**src/rtl/fir_pkg.sv**
```systemverilog
`default_nettype none
// ============================================================================
// Package  : fir_pkg
// Brief    : Shared sample width and sample type for the FIR delay line.
// Revision : 1.0 - initial release
// ============================================================================
package fir_pkg;

  localparam int SAMPLE_W = 24;

  typedef logic signed [SAMPLE_W-1:0] sample_t;

endpackage : fir_pkg
`default_nettype wire

```
**src/rtl/en_dff_cell.sv**
```systemverilog
`default_nettype none
// ============================================================================
// Module   : en_dff_cell
// Brief    : 1-bit flop, async active-low reset, load enable, per-bit reset value.
// Revision : 1.0 - initial release
// ============================================================================
module en_dff_cell #(
  parameter logic RST_VAL = 1'b0
) (
  input  logic clk,
  input  logic reset,
  input  logic i_en,
  input  logic i_d,
  output logic o_q
);

  logic r_q;
  logic w_next;

  // Enable is a data-path mux; the clock is never gated.
  assign w_next = i_en ? i_d : r_q;

  always_ff @(posedge clk or negedge reset) begin
    if (!reset) begin
      r_q <= RST_VAL;
    end else begin
      r_q <= w_next;
    end
  end

  assign o_q = r_q;

endmodule : en_dff_cell
`default_nettype wire

```
**src/rtl/en_dff_bank.sv**
```systemverilog
`default_nettype none
// ============================================================================
// Module   : en_dff_bank
// Brief    : WIDTH-bit enabled register bank; one tap of the FIR delay line.
// Revision : 1.0 - initial release
// ============================================================================
module en_dff_bank
  import fir_pkg::*;
#(
  parameter int               WIDTH   = SAMPLE_W,
  parameter logic [WIDTH-1:0] RST_VAL = '0
) (
  input  logic             clk,
  input  logic             reset,
  input  logic             en,
  input  logic [WIDTH-1:0] D,
  output logic [WIDTH-1:0] Q
);

  // Each bit is an independent cell carrying its own slice of the reset value.
  for (genvar i = 0; i < WIDTH; i++) begin : g_bit
    en_dff_cell #(
      .RST_VAL (RST_VAL[i])
    ) u_cell (
      .clk   (clk),
      .reset (reset),
      .i_en  (en),
      .i_d   (D[i]),
      .o_q   (Q[i])
    );
  end

endmodule : en_dff_bank
`default_nettype wire

```
**config.mk**
```make
export PLATFORM = sky130hd
export DESIGN_NAME = en_dff_bank
export DESIGN_NICKNAME = d
export VERILOG_FILES = /design/src/rtl/fir_pkg.sv /design/src/rtl/en_dff_cell.sv /design/src/rtl/en_dff_bank.sv
export SDC_FILE = /design/constraint.sdc
export NUM_CORES = 1
export LEC_CHECK = 0
export ABC_AREA = 1
export BUFFER_PORTS_ARGS = -buffer_cell sky130_fd_sc_hd__buf_4
export CAP_MARGIN = 5
export CORE_UTILIZATION = 43
export CTS_BUF_LIST = sky130_fd_sc_hd__clkbuf_8
export DETAILED_ROUTE_END_ITERATION = 12
export GPL_TIMING_DRIVEN = 0
export PLACE_DENSITY_LB_ADDON = 0.15
export SLEW_MARGIN = 15
export SYNTH_ARGS = -nofsm -noshare
export SYNTH_HDL_FRONTEND = slang
export SYNTH_SLANG_ARGS = --single-unit
```
**constraint.sdc**
```tcl
create_clock -name clk -period 0.8 [get_ports clk]
set_input_delay 0.08 -clock clk [delete_from_list [all_inputs] [get_ports clk]]
set_output_delay 0.08 -clock clk [all_outputs]
set_load 0.02 [all_outputs]
```
==> results.tsv <==
metric	value	unit
status	complete, but fails checks	
failing checks	setup timing	
crit-path max FO	2	
clock latency at the later pin of the worst-skew pair	0.26	ns
Worst Tran Pin Value	0.299	ns
delay-heaviest family, CP	flip-flops	
Post-Synth XOR/XNOR Area	0	
WP data required	0.72	ns
die height	53.8	um
total power	3.02	mW
DR iter-0 viols	7	
Critical Path Max Stage Delay	0.41	ns
layout cell share with drive strength beyond 1	0.506	
slowest CP cell	dfrtp_1	
max cap viols	0	
HPWL Detailed	1470	um
Max Slew Vio Count	0	
worst hold-check path type	input port to register	
Post-Synth Simple-Gate Area	0.256	
CTS Buf Count	3	
Syn-to-layout area delta	46.6	%
Slew HR	0.801	
first-pass GRT wire length	3260	um
final worst-path setup slack	-0.0890	ns
via count of the first global-routing pass	811	
Tot GR Track Use	0.162	
CTS tree	yes	
crit path cell chain	buf_6	
placed inst area	1560	sq um
Rows	18	
Routed WL per cell	10.3	um
combinational family with the most area after synthesis	simple AND/OR/NAND/NOR gates	
Largest register FFs	24	
via count	885	
mux contribution to synthesized area	0	
clk slew on worst S/H paths	0.08	ns
CP bufs+invs	1	
H-tree levels	1	
die area	2900	sq um
Final Cell Area	1690	sq um
Final min period	0.889	ns
nets	204	
Synth Instances	126	
Num Clock Sinks	24	
largest net degree at the start of global routing	25	
RSZ-0062 raised after global routing	true	
DRC viols	0	
Pleak	0.946	nW
Setup Viol. Count Final	28	
via-per-instance ratio	4.30	
# IOs	51	
Max VDD drop	1.49	mV
Fmax	1120	MHz
syn_area_per_cell	9.17	sq um
RD Place Congestion	0.626	
Starting Density	0.462	
n_diodes	0	
DRT Pass-1 Iters	4	
CTS Buffer Depth	2	
Yosys cell types	8	
Post-DRT Antenna Nets	0	
Synth Net Count	153	
Syn. warnings	0	
Tcrit/Tclk final	1.11	
register area share after synthesis	0.520	
initial antenna violation count	0	
post-synthesis adder-cell area fraction	0	
CTS Root Cell	clkbuf_8	
Core Area	2500	sq um
CP arrival	0.81	ns
Fin. Hold Viols	0	
Worst setup SP type	register	
worst clock skew	0	ns
critical path endpoint category	output port	
Cell Pwr Density	1790	nW/um^2
final WL	2120	um
mapped cell area	1150	sq um
chip width	53.8	um
CP Class	register to output port	
port bufs	49	
grt total ovfl	0	
Compound-Gate Fraction of Synth Area	0	
post-synthesis register bit count	24	
final core occ	0.677	
Hold WS	0.0111	ns
synthesized netlist by cell type, drive strengths merged:
| cell type | count | share of area |
|---|---|---|
| clkbuf | 1 | 0.012 |
| inv | 1 | 0.0098 |
| nand2 | 72 | 0.26 |
| buf | 28 | 0.20 |
| dfrtp | 24 | 0.52 |
kinds of logic (layout without fill, tap and decap cells):
kind of cell	after synthesis	after routing
buffers and inverters	30	80
and+or+nand+nor	72	72
DFF	24	24
power breakdown:
group / switching [mW] / internal [mW]
logic: 0.354 / 0.474
registers: 0.0768 / 1.32
clock network: 0.359 / 0.439
area by class of cell:
class / count / area [sq um]
buffer: 5 / 67.6
clock buffer: 4 / 55.1
fill: 223 / 807
inverter: 1 / 11.3
multi-input combinational: 72 / 295
sequential: 24 / 601
tap: 30 / 37.5
timing repair buffer: 70 / 626
cells in the final DEF, fill, tap and decap left out, drive strengths merged:
cell and count:
buf 73, clkbuf 5, dfrtp 24, dlygate4sd3 1, inv 1, nand2 72
layer usage:
metal	vias up	track usage	routed length (um)
met5	-	0	0
met4	0	0.0526	14
met3	2	0.0593	133
met2	27	0.292	1070
met1	404	0.174	903
li1	452	-	-
per-stage QoR:
stage                     setup TNS, ns  worst slack (ns)  std cells
after floorplan                       0             0.204        126
after global placement                0            0.0772        205
after detailed placement              0            0.0724        205
after CTS                         -1.99           -0.0932        200
after global routing              -2.88            -0.131        206
final                             -1.85           -0.0890        206
what timing repair did:
item | 4_1_cts | 5_1_grt
endpoints found under the setup margin | 24 | 24
gates cloned | 0 | 0
endpoints found under the hold margin | 24 | 0
resized for setup | 24 | 2
pin swaps | 0 | 1
hold buffers | 1 | 0
buffers inserted | 14 | 6
final timing paths:
kind,from,slack (ns),to,cells after the start
max,g_bit[21].u_cell.o_q$_DFFE_PN0P_,-0.09,Q[21],1
min,D[0],0.01,g_bit[0].u_cell.o_q$_DFFE_PN0P_,3
max reg2reg,g_bit[13].u_cell.o_q$_DFFE_PN0P_,-0.05,g_bit[13].u_cell.o_q$_DFFE_PN0P_,4
min reg2reg,g_bit[12].u_cell.o_q$_DFFE_PN0P_,0.50,g_bit[12].u_cell.o_q$_DFFE_PN0P_,2
max in group asynchronous,reset,0.32,g_bit[3].u_cell.o_q$_DFFE_PN0P_,2
min in group asynchronous,reset,0.25,g_bit[18].u_cell.o_q$_DFFE_PN0P_,2
Note: power is estimated with default switching activity, not from simulation.
